**src/rtl/multicycle_controller.sv**
```systemverilog
// multicycle_controller: multicycle RISC-V control FSM with memory-wait timeout.
// Define MCC_PERF_CNT_EN to enable the cycle_o/retired_o performance counters.
module multicycle_controller #(
    parameter int MEM_TIMEOUT = 16
) (
    input  logic        clk,
    input  logic        rst,
    input  logic [6:0]  op_i,
    input  logic [2:0]  funct3_i,
    input  logic        funct7_i,
    input  logic        Zero_i,
    input  logic        mem_ready_i,
    output logic        PCWrite_o,
    output logic        IRWrite_o,
    output logic        RegWrite_o,
    output logic        MemWrite_o,
    output logic        MemRead_o,
    output logic        AdrSrc_o,
    output logic [1:0]  ResultSrc_o,
    output logic [1:0]  ALUSrcA_o,
    output logic [1:0]  ALUSrcB_o,
    output logic [2:0]  ALUControl_o,
    output logic [2:0]  ImmSrc_o,
    output logic [3:0]  state_o,
    output logic        err_o,
    output logic [31:0] cycle_o,
    output logic [31:0] retired_o
);
    typedef enum logic [3:0] {
        FETCH    = 4'd0,
        DECODE   = 4'd1,
        MEMADR   = 4'd2,
        MEMREAD  = 4'd3,
        MEMWB    = 4'd4,
        MEMWRITE = 4'd5,
        EXECR    = 4'd6,
        EXECI    = 4'd7,
        ALUWB    = 4'd8,
        BRANCH   = 4'd9,
        JAL      = 4'd10,
        ERROR    = 4'd11
    } state_t;

    localparam logic [6:0] OP_LOAD  = 7'b0000011;
    localparam logic [6:0] OP_STORE = 7'b0100011;
    localparam logic [6:0] OP_R     = 7'b0110011;
    localparam logic [6:0] OP_I     = 7'b0010011;
    localparam logic [6:0] OP_B     = 7'b1100011;
    localparam logic [6:0] OP_JAL   = 7'b1101111;

    localparam int CW = (MEM_TIMEOUT > 1) ? $clog2(MEM_TIMEOUT) : 1;
    localparam logic [CW-1:0] LAST_WAIT = CW'((MEM_TIMEOUT > 0) ? MEM_TIMEOUT - 1 : 0);

    state_t        state, state_d;
    logic [CW-1:0] wait_cnt, wait_cnt_d;
    logic          mem_state, timeout;
    logic [2:0]    alu_f;

    always_ff @(posedge clk or posedge rst) begin
        if (rst) begin
            state    <= FETCH;
            wait_cnt <= '0;
        end else begin
            state    <= state_d;
            wait_cnt <= wait_cnt_d;
        end
    end

    // The cycle that would be the MEM_TIMEOUT-th consecutive wait diverts to ERROR
    assign mem_state  = (state == FETCH) || (state == MEMREAD) || (state == MEMWRITE);
    assign timeout    = (MEM_TIMEOUT != 0) && mem_state && !mem_ready_i && (wait_cnt == LAST_WAIT);
    assign wait_cnt_d = (mem_state && !mem_ready_i && !timeout) ? wait_cnt + 1'b1 : '0;

    always_comb begin
        unique case (funct3_i)
            3'b000:  alu_f = (state == EXECR && funct7_i) ? 3'b001 : 3'b000;
            3'b010:  alu_f = 3'b010;
            3'b110:  alu_f = 3'b011;
            3'b111:  alu_f = 3'b111;
            default: alu_f = 3'b000;
        endcase
    end

    always_comb begin
        state_d      = state;
        PCWrite_o    = 1'b0;
        IRWrite_o    = 1'b0;
        RegWrite_o   = 1'b0;
        MemWrite_o   = 1'b0;
        MemRead_o    = 1'b0;
        AdrSrc_o     = 1'b0;
        ResultSrc_o  = 2'b00;
        ALUSrcA_o    = 2'b00;
        ALUSrcB_o    = 2'b00;
        ALUControl_o = 3'b000;
        ImmSrc_o     = 3'b000;
        err_o        = 1'b0;
        case (state)
            FETCH: begin
                MemRead_o   = 1'b1;
                ALUSrcB_o   = 2'b10;
                ResultSrc_o = 2'b10;
                IRWrite_o   = mem_ready_i;
                PCWrite_o   = mem_ready_i;
                if (timeout) state_d = ERROR;
                else if (mem_ready_i) state_d = DECODE;
            end
            DECODE: begin
                ALUSrcA_o = 2'b01;
                ALUSrcB_o = 2'b01;
                case (op_i)
                    OP_LOAD:  state_d = MEMADR;
                    OP_STORE: begin state_d = MEMADR; ImmSrc_o = 3'b010; end
                    OP_R:     state_d = EXECR;
                    OP_I:     state_d = EXECI;
                    OP_B:     begin state_d = BRANCH; ImmSrc_o = 3'b001; end
                    OP_JAL:   begin state_d = JAL; ImmSrc_o = 3'b100; end
                    default:  state_d = ERROR;
                endcase
            end
            MEMADR: begin
                ALUSrcA_o = 2'b10;
                ALUSrcB_o = 2'b01;
                state_d   = (op_i == OP_STORE) ? MEMWRITE : MEMREAD;
            end
            MEMREAD: begin
                AdrSrc_o  = 1'b1;
                MemRead_o = 1'b1;
                if (timeout) state_d = ERROR;
                else if (mem_ready_i) state_d = MEMWB;
            end
            MEMWB: begin
                ResultSrc_o = 2'b01;
                RegWrite_o  = 1'b1;
                state_d     = FETCH;
            end
            MEMWRITE: begin
                AdrSrc_o   = 1'b1;
                MemWrite_o = 1'b1;
                if (timeout) state_d = ERROR;
                else if (mem_ready_i) state_d = FETCH;
            end
            EXECR: begin
                ALUSrcA_o    = 2'b10;
                ALUControl_o = alu_f;
                state_d      = ALUWB;
            end
            EXECI: begin
                ALUSrcA_o    = 2'b10;
                ALUSrcB_o    = 2'b01;
                ALUControl_o = alu_f;
                state_d      = ALUWB;
            end
            ALUWB: begin
                RegWrite_o = 1'b1;
                state_d    = FETCH;
            end
            BRANCH: begin
                ALUSrcA_o    = 2'b10;
                ALUControl_o = 3'b001;
                PCWrite_o    = (funct3_i == 3'b000) ? Zero_i :
                               (funct3_i == 3'b001) ? ~Zero_i : 1'b0;
                state_d      = FETCH;
            end
            JAL: begin
                ALUSrcA_o = 2'b01;
                ALUSrcB_o = 2'b10;
                PCWrite_o = 1'b1;
                state_d   = ALUWB;
            end
            default: begin
                err_o   = 1'b1;
                state_d = ERROR;
            end
        endcase
    end

    assign state_o = state;

`ifdef MCC_PERF_CNT_EN
    logic [31:0] cycle_q, retired_q;
    logic        retire;

    assign retire = (state_d == FETCH) &&
                    ((state == MEMWB) || (state == MEMWRITE) ||
                     (state == ALUWB) || (state == BRANCH));

    always_ff @(posedge clk or posedge rst) begin
        if (rst) begin
            cycle_q   <= '0;
            retired_q <= '0;
        end else begin
            cycle_q <= cycle_q + 32'd1;
            if (retire) retired_q <= retired_q + 32'd1;
        end
    end

    assign cycle_o   = cycle_q;
    assign retired_o = retired_q;
`else
    assign cycle_o   = '0;
    assign retired_o = '0;
`endif

endmodule

```
**config.mk**
```make
export PLATFORM = sky130hd
export DESIGN_NAME = multicycle_controller
export DESIGN_NICKNAME = d
export VERILOG_FILES = /design/src/rtl/multicycle_controller.sv
export SDC_FILE = /design/constraint.sdc
export NUM_CORES = 1
export LEC_CHECK = 0
export CORE_UTILIZATION = 34
export DETAILED_ROUTE_END_ITERATION = 8
export PLACE_DENSITY = 0.82
export SYNTH_ARGS = -nofsm -noshare
export SYNTH_HDL_FRONTEND = slang
export SYNTH_SLANG_ARGS = --single-unit
```
**constraint.sdc**
```tcl
create_clock -name clk -period 1.88 [get_ports clk]
set_input_delay 0.376 -clock clk [delete_from_list [all_inputs] [get_ports clk]]
set_output_delay 0.376 -clock clk [all_outputs]
set_load 0.03 [all_outputs]
```
==> results.md, run 1 <==
- Asr flop ratio synth: 1.00
- Top cell type by total area after synthesis: buf_4
- Routed vias: 1303
- Hold Buf Count CTS: 0
- H-Tree Depth: 1
- EDFF count, synth: 0
- R2r setup slk: 0.14 ns
- Setup ws final: -0.317 ns
- CTS tree: built
- Routability cong.: 0.804
- Worst reg2reg endpoint: state_o[0]
- Startpoint types: register
- WS Path Type: reg -> out
- RSZ-0062 raised after global routing: true
- Syn Area/Cell: 7.42 sq um
- # nets final: 266
- Worst Path Required: 1.50 ns
- # DRC: 0
- Multiplexer share of the synthesized area: 0.0149
- R2R cell count: 6
- WP data arrival: 1.82 ns
- Routed wire length: 3.29 mm
- Sequential fraction of the synthesis area: 0.149
- 1st-iter DRT viols: 32
- Simple-Gate Fraction of Synth Area: 0.250
- R2r startpoint: state_o[2]
- Fmax: 455 MHz
- Ports: 102
- Power per cell area: 1480 mW/mm^2
- Final HPWL DP: 2.35 mm
- Max Cap Viol: 0
- Worst Path Max Fanout: 2
- Worst-skew pair later-pin latency: 0.23 ns
- Synthesized area: 0.00134 sq mm
- Wirelength per Cell: 11.1 um
- Crit path capture type: output pin
- Die Y: 64.9 um
- Via density: 4.39
- Ys flop type: dfrtp_1
- Clock Pin Slew Worst Setup and Hold Paths: 0.04 ns
- GRT Util Overall: 0.143
- Failing checks: negative setup slack
- Mapped Cells: 181
- Clock sinks: 8
- Worst clock skew: 0.00244 ns
- Min Tclk post-route: 2.20 ns
- DRT antenna net count: 0
- Hold slack: 0.387 ns
- Initial antenna violation count: 0
- Vias in the first global route: 1089
- Yosys warns: 0
- Post-synth cell types: 44
- Top post-synthesis cells by area: buf_4 36%, dfrtp_1 15%, nor2_1 4.7%
- VDD IR max: 0.634 mV
- Area grow syn2layout: 49.3%
- Die area: 0.00421 sq mm
- Rows: 22
- CTS max path bufs: 2
- Adder-cell share of the synthesized area: 0.00931
- Post-route non-filler standard cell count: 297
- Layout cells sized above 1: 0.369
- Number of fillers in the final layout: 365
- Xor and xnor area share after synthesis: 0.0326
- CTS Root Buffer Type: clkbuf_8
- Status: complete, but fails checks
- Largest net degree at the start of global routing: 22
- Final worst-path cycle share: 1.17
- Synth top area share: 0.363
- Worst hold path class: in -> async
- Ant diodes: 0
- I/O Buffers: 37
- Inserted Clock Buffers: 3
- Die W: 64.9 um
- Register bit count reported by yosys: 8
- Drt pass-1 iters: 4
- Count of pins over their slew limit: 0
- P_leak: 0.994 nW
- # setup viols final: 11
- Fin. Hold Viols: 0
- Initial Util: 0.362
- Global-route wire length before repair: 4.66 mm
- Total gr overflow: 0
- Placed cell count: 281
- Main combinational cell family by area after synthesis: buffers and inverters
- Core area: 0.00372 sq mm
- Synth Area in Compound Gates: 0.143
==> stage by stage <==
step           setup TNS [ns]  instance area, sq um  total power [W]   util  worst slack (ns)
3_3_place_gp           -0.913                  1680          0.00222  0.452            -0.250
2_1_floorplan          -0.807                  1650          0.00178      -            -0.267
6_report                -1.44                  2010          0.00298  0.540            -0.317
4_1_cts                 -1.12                  1820          0.00262  0.490            -0.339
3_5_place_dp            -1.25                  1680          0.00225  0.452            -0.332
5_1_grt                 -2.21                  2010          0.00315  0.540            -0.399
==> cell type report <==
class	count	area, sq um	share of cell area
clock buffers	4	45.0	0.0224
multi-input cells	161	1030	0.512
well taps	48	60.1	0.0299
flip-flops and latches	8	204	0.102
inverters	5	18.8	0.00935
repair buffers	71	651	0.324
==> worst max-delay path, stage by stage (launching register included) <==
cell     delay, ns
dfrtp_2       0.39
or4b_4        0.55
nor2_4        0.10
nand4_1       0.20
nor3_4        0.19
buf_6         0.15
==> how the worst max path moves through the flow <==
stage / from / to / slack (ns) / cells past startpoint
floorplan: state_o[1] / ImmSrc_o[0] / -0.27 / 5
global placement: op_i[2] / ImmSrc_o[1] / -0.25 / 5
detailed placement: op_i[2] / ImmSrc_o[1] / -0.33 / 5
CTS: state_o[2] / ImmSrc_o[0] / -0.34 / 5
global route: state_o[2] / ImmSrc_o[0] / -0.40 / 5
finish: state_o[2] / ImmSrc_o[0] / -0.32 / 5
==> layout by cell type (no fill, tap or decap), types with 2 or more instances in the layout <==
cell type and instances:
conb_1 64, buf_4 38, buf_6 14, nor2_1 11, clkdlybuf4s50_1 9, nand2_1 6, dlygate4sd2_1 6, nor2_4 5
dfrtp_1 5, or2_4 4, inv_1 4, nor2b_1 4, nand3_1 4, nand2b_1 3, and3_1 3, nor3_4 3
o21ai_1 3, nand4_1 3, clkbuf_8 3, dfrtp_2 3, a31oi_1 2, o22ai_1 2, nand2b_4 2, mux2i_1 2
o21a_1 2, xnor2_1 2, nor2_2 2, a21oi_1 2, and2_1 2, xor2_1 2, a211o_1 2, a211oi_2 2
dlymetal6s2s_1 2, buf_12 2
==> synth_stat cells (3+ instances only) <==
| library cell | instances |
|---|---|
| o22ai_1 | 3 |
| nor2b_1 | 5 |
| inv_1 | 5 |
| nand4_1 | 3 |
| and3_1 | 3 |
| nor2_1 | 17 |
| nand3_1 | 4 |
| a211oi_1 | 3 |
| or2_2 | 3 |
| buf_4 | 65 |
| nor3_1 | 4 |
| nand2b_1 | 5 |
| nand2_1 | 8 |
| a21oi_1 | 3 |
| xor2_1 | 3 |
| dfrtp_1 | 8 |
| o21ai_0 | 4 |
==> logic make-up (layout without fill, tap and decap cells) <==
kind of cell,Yosys count,after routing
AOI/OAI and AO/OA,27,27
xor gates and xnor gates,5,5
adders and majority gates,1,1
buffers and inverters,75,80
DFF,8,8
muxes,2,2
other,1,64
and+or+nand+nor,62,62
==> layer usage <==
metal | track usage | up-vias | share of wire
li1 | - | 625 | -
met1 | 0.155 | 610 | 0.38
met2 | 0.267 | 66 | 0.54
met3 | 0.0246 | 2 | 0.073
met4 | 0.0583 | 0 | 0.0058
met5 | 0 | - | 0
==> state kept, by name, indices dropped and copies added (netlist names) <==
| name | cells |
|---|---|
| state_o | 4 |
| wait_cnt | 4 |
==> repair_timing <==
item	CTS	global route
buffers inserted	2	12
setup endpoints to repair	16	13
hold endpoints to repair	0	0
gates cloned	0	0
pin swaps	5	8
gates resized for setup	30	28
==> where the power goes <==
part | internal, W | leakage [nW] | switching [W]
Combinational | 0.00106 | 0.870 | 0.00143
Sequential | 0.000234 | 0.101 | 0.0000394
Clock | 0.000147 | 0.0228 | 0.0000686
Total | 0.00144 | 0.994 | 0.00154
No activity file was read; power rests on OpenSTA's default activity.
==> inputs of run 2 (changes only) <==
MAX_ROUTING_LAYER = met4   (was not set)
SLEW_MARGIN = 40   (was not set)
==> run 2 against run 1 <==
Net effect:
- first-iteration DRC count up 3.1%
- sequential cell count unchanged
- final area unchanged
- cell count stayed put
- clock skew unchanged
- highest routed layer unchanged
- utilization is the same
- sequential share of layout area unchanged
- the flow still finishes with violations (negative setup slack)
- count of clock-buffer cells in the layout is the same
- wire length unchanged
==> results.md, run 2 (synthesis results as in run 1) <==
- Status: complete, but fails checks
- Failing checks: negative setup slack
- Worst reg2reg endpoint: state_o[0]
- Crit path capture type: output pin
- R2r setup slk: 0.14 ns
- Fin. Hold Viols: 0
- Count of pins over their slew limit: 0
- Worst-skew pair later-pin latency: 0.23 ns
- Critical Path Sink: ImmSrc_o[0]
- Routed wire length: 3.29 mm
- Final worst-path cycle share: 1.17
- CP max stage delay: 0.55 ns
- Commonest non-fill, non-tap cells in the layout: 64 x conb_1, 38 x buf_4, 14 x buf_6, 11 x nor2_1, 9 x clkdlybuf4s50_1
- Power per cell area: 1480 mW/mm^2
- CP startpoint: state_o[2]
- VDD IR max: 0.634 mV
- # nets final: 266
- Hold Buf Count CTS: 0
- Switching portion of total power: 0.518
- Hold slack: 0.387 ns
- Internal Pwr Total: 0.00144 W
- Worst Path Max Fanout: 2
- Worst clock skew: 0.00244 ns
- H-Tree Depth: 1
- Clock sinks: 8
- Crit-path leading delay family: simple AND/OR/NAND/NOR gates
- Startpoint types: register
- Gate power share: 0.836
- Number of fillers in the final layout: 365
- Rows: 22
- CTS Root Buffer Type: clkbuf_8
- Ant diodes: 0
- Via density: 4.39
- Wirelength per Cell: 11.1 um
- Buf/Inv on CP: 1
- R2R cell count: 6
- Max Cap Viol: 0
- Clock network power share: 0.072
- Final HPWL DP: 2.35 mm
- CTS tree: built
- Part of the power in registers: 0.092
- Clock Pin Slew Worst Setup and Hold Paths: 0.04 ns
- Worst hold path class: in -> async
- # setup viols final: 11
- Largest net degree at the start of global routing: 22
- CTS max path bufs: 2
- Setup ws final: -0.318 ns
- Dpl ws: -0.332 ns
- Worst path cell trace: or4b_4 > nor2_4 > nand4_1 > nor3_4 > buf_6
- Vias in the first global route: 1089
- Fmax: 455 MHz
- CP max-delay cell: or4b_4
- Drt pass-1 iters: 4
- Stages on the worst setup path: 5
- Die area: 0.00421 sq mm
- Area grow syn2layout: 49.3%
- R2r startpoint: state_o[2]
- Initial antenna violation count: 0
- I/O Buffers: 37
- Total gr overflow: 0
- GRT Util Overall: 0.146
- Most common cell after layout, fill and taps aside: conb_1
- 1st-iter DRT viols: 33
- Psw: 0.00154 W
- Worst Path Required: 1.50 ns
- Die W: 64.9 um
- Min Tclk post-route: 2.20 ns
- Routed vias: 1303
- Layout cells sized above 1: 0.369
- Inserted Clock Buffers: 3
- WS Path Type: reg -> out
- RSZ-0062 raised after global routing: true
- Initial Util: 0.362
- WP data arrival: 1.82 ns
- P_leak: 0.994 nW
- Die Y: 64.9 um
- Ports: 102
- DRT antenna net count: 0
- Core area: 0.00372 sq mm
- # DRC: 0
- Global-route wire length before repair: 4.66 mm
- Routability cong.: 0.816
run 2: cell counts in the layout (fill, tap and decap cells not counted):
No cell type changed its count.
run 2: what timing repair did:
action,4_1_cts,5_1_grt
buffers inserted,2,12
setup endpoints to repair,16,13
pin swaps,5,8
gates resized for setup,30,28
run 2: final cells by class:
type | instances | area [sq um] | area share
Timing Repair Buffer | 71 | 651 | 0.324
Multi-Input combinational cell | 161 | 1030 | 0.512
Clock buffer | 4 | 45.0 | 0.0224
Sequential cell | 8 | 204 | 0.102
Inverter | 5 | 18.8 | 0.00935
Tap cell | 48 | 60.1 | 0.0299
run 2: power by group through the flow:
| stage | Clock (W) | Sequential (W) | Combinational (W) |
|---|---|---|---|
| floorplan | 0 | 0.000364 | 0.00141 |
| global placement | 0 | 0.000264 | 0.00196 |
| detailed placement | 0 | 0.000266 | 0.00199 |
| CTS | 0.000222 | 0.000273 | 0.00212 |
| global route | 0.000233 | 0.000283 | 0.00263 |
| finish | 0.000216 | 0.000274 | 0.00249 |
run 2: worst register-to-register path: cells and delay by family, from the launching register on:
family | cells | cell delay, ns
AO/OA/AOI/OAI | 1 | 0.26
buffers and inverters | 3 | 0.36
AND/OR/NAND/NOR | 2 | 0.65
flip-flops | 1 | 0.39
run 2: through the flow:
step | instances | TNS (ns) | util | instance area [sq um] | total power (W)
floorplan | 244 | -0.807 | - | 1650 | 0.00178
global placement | 281 | -0.913 | 0.452 | 1680 | 0.00222
detailed placement | 281 | -1.25 | 0.452 | 1680 | 0.00225
CTS | 287 | -1.12 | 0.490 | 1820 | 0.00262
global route | 297 | -2.21 | 0.540 | 2010 | 0.00315
finish | 297 | -1.44 | 0.540 | 2010 | 0.00298
run 2: per-layer routing:
layer	GRT usage	share of wire	vias up
met5	-	0	-
met2	0.267	0.54	66
li1	-	-	625
met3	0.0246	0.073	2
met4	0.0583	0.0058	0
met1	0.155	0.38	610
run 2: how the worst min path moves through the flow:
stage / startpoint / end / slack (ns) / cells past startpoint
4_1_cts: rst / state_o[0] / 0.39 / 2
6_report: rst / state_o[0] / 0.39 / 2
5_1_grt: rst / state_o[0] / 0.42 / 2
3_5_place_dp: wait_cnt[0] / wait_cnt[0] / 0.45 / 1
3_3_place_gp: wait_cnt[0] / wait_cnt[0] / 0.45 / 1
2_1_floorplan: rst / state_o[0] / 0.19 / 1
==> inputs of run 3 (changes only) <==
SLEW_MARGIN = 20   (was 40)
==> results of run 3 <==
Same layout as run 2: the final DEF is identical, and so are final timing and power.
==> edit: new RTL, settings of run 2 <==
The parameter `MEM_TIMEOUT` goes from 16 to 32.
--- a/src/rtl/multicycle_controller.sv
+++ b/src/rtl/multicycle_controller.sv
@@ -3,3 +3,3 @@
 module multicycle_controller #(
-    parameter int MEM_TIMEOUT = 16
+    parameter int MEM_TIMEOUT = 32
 ) (
Behaviour: same outputs for any inputs over 10 cycles, from zero or initial values and one cycle with rst high; that may be too few to reach the edited logic, so the function may still have changed.
==> edit against run 2 <==
- the flow still finishes with violations (setup timing)
- largest power group unchanged
- combinational power increased by 9.2%
- highest routed layer unchanged
- sequential cell count increased by 1
- cell area increased by 2.6%
- first-iteration DRC count increased by 88%
- critical path type unchanged
- wire length increased by 8.4%
- total power increased by 10%
- worst setup slack improved by 0.19 ns
- synthesized area increased by 3.9%
- sequential share of layout area increased by 1.0 points
==> edit: results (changes against run 2) <==
Htree depth -> 1 (unchanged)
Fin worst setup slack -> -0.128 ns (+0.190 ns)
Sequential share of the synthesized area -> 16.1% (+1.2 points)
CTS buffer count -> 3 (unchanged)
First-pass GRT wire length -> 5.20 mm (+11%)
Area leader, netlist -> buf_4
Initial DRC count -> 62 (+88%)
Top reg by flops -> wait_cnt
Port buffer count -> 37 (unchanged)
Synth warnings -> 0 (unchanged)
Clk Latency, worst-skew pair -> 0.23 ns (about the same)
Total Routing Usage GR -> 15.5% (+0.88 points)
Area after DPL -> 0.00178 mm² (+5.9%)
Largest net degree at the start of global routing -> 26 (+18%)
Total wire length -> 3.56 mm (+8.4%)
Clock transition at the registers of the reported paths -> 0.04 ns (about the same)
GPL Wtd Cong -> 0.798 (-2.2%)
Post-Place Setup Slack -> -0.568 ns (-0.236 ns)
Hold Path Class -> input pin to async pin
Peak VDD IR -> 0.000660 V (+4.1%)
Final setup vio count -> 5 (-6)
Crit path max fanout -> 25 (+23)
Leak -> 1.04 nW (+4.3%)
Vias in the first global route -> 1125 (+3.3%)
Ys async rst share -> 100% (unchanged)
Status -> finished with violations
Initial antenna violation count -> 0 (unchanged)
Largest register FFs -> 5
CP arrival -> 1.63 ns (-0.19 ns)
Failing checks -> setup timing
DR vias -> 1392 (+6.8%)
Layout cells sized above 1 -> 34.8% (-2.1 points)
Slowest cell on the critical path -> or4_1
Area contributors post-synth -> buf_4 34%, dfrtp_1 16%, nor2_1 5.4%, nand2_1 3.5%, nor2b_1 2.7%
Critical Path Max Stage Delay -> 0.49 ns (-0.06 ns)
First drt pass iteration count -> 4 (unchanged)
CTS root buf -> clkbuf_8
CTS Hold Bufs -> 0 (unchanged)
Synth cell count leaders -> 64 x buf_4, 20 x nor2_1, 13 x nand2_1
Synth cell types -> 35 (-20%)
Max Clock Skew -> 0.00169 ns (-0.000752 ns)
Fin nets -> 282 (+6.0%)
Ys flop type -> dfrtp_1
Setup TNS -> -0.398 ns (+1.04 ns)
Clk buf depth -> 2 (unchanged)
CP top delay family -> simple AND/OR/NAND/NOR gates
Hpwl dp -> 2.42 mm (+3.0%)
Ant. Diodes -> 0 (unchanged)
edit: cell count changes after synthesis, sizes merged, moves of 4 or more:
cell	change
or2	-4
nor4	+4
a21oi	+4
nand2	+5
edit: final cells by class:
| class | count | area [µm²] |
|---|---|---|
| Timing Repair Buffer | 73 | 664 |
| Sequential cell | 9 | 230 |
| Clock buffer | 4 | 45.0 |
| Tap cell | 48 | 60.1 |
| Inverter | 7 | 28.8 |
| Multi-Input combinational cell | 171 | 1030 |
| Fill cell | 348 | 1740 |
edit: cell families (layout without fill, tap and decap cells):
family                   after synthesis  count (layout)  share of synthesized area [%]
buffers and inverters                 81              84                           39.4
AND/OR/NAND/NOR                       69              69                           24.6
AO/OA/AOI/OAI                         29              29                           13.4
flip-flops                             9               9                           16.1
XOR/XNOR                               6               6                           3.76
adder cells (fa/ha/maj)                2               2                           1.79
other                                  1              64                          0.269
multiplexers                           1               1                          0.717
edit: final timing paths:
path / from / to / slack [ns] / cells past startpoint
worst max-delay path: state_o[2]$_DFFE_PP0P_ / IRWrite_o / -0.13 / 4
worst min-delay path: rst / wait_cnt[4]$_DFF_PP0_ / 0.41 / 2
worst max register to register: wait_cnt[0]$_DFF_PP0_ / wait_cnt[0]$_DFF_PP0_ / 0.07 / 5
worst min register to register: wait_cnt[0]$_DFF_PP0_ / wait_cnt[0]$_DFF_PP0_ / 0.47 / 1
max in group asynchronous: rst / state_o[0]$_DFFE_PP0P_ / 1.19 / 2
min in group clk: wait_cnt[0]$_DFF_PP0_ / wait_cnt[0]$_DFF_PP0_ / 0.47 / 1
edit: routing by layer:
| metal | wire (µm) | part of all wire, % | GRT usage, % | vias to the layer above |
|---|---|---|---|---|
| met1 | 1440 | 40 | 18.9 | 643 |
| met4 | 39 | 1.1 | 4.79 | 0 |
| met5 | 0 | 0 | - | - |
| li1 | - | - | - | 668 |
| met3 | 246 | 6.9 | 1.55 | 4 |
| met2 | 1840 | 52 | 26.9 | 77 |
edit: report_power, final:
part	internal, W	switching [W]
Combinational	0.00115	0.00157
Clock	0.000148	0.0000755
Sequential	0.000264	0.0000804
Total	0.00156	0.00173
edit: what timing repair did:
item | in CTS | in global routing
hold endpoints to repair | 0 | 0
resized for setup | 25 | 26
buffers inserted | 7 | 6
endpoints found under the setup margin | 10 | 13
pin swaps | 10 | 9
edit: metrics by stage:
stage / hold slack (ns) / instances
finish: 0.414 / 312
global route: 0.448 / 312
CTS: 0.416 / 306
detailed placement: 0.458 / 295
global placement: 0.446 / 295
floorplan: 0.204 / 261
edit: worst reg2reg max path, delay by kind of cell (launching register included):
kind / cells / cell delay (ns)
adder cells (fa/ha/maj): 2 / 0.47
flip-flops: 1 / 0.39
AND/OR/NAND/NOR: 3 / 0.88
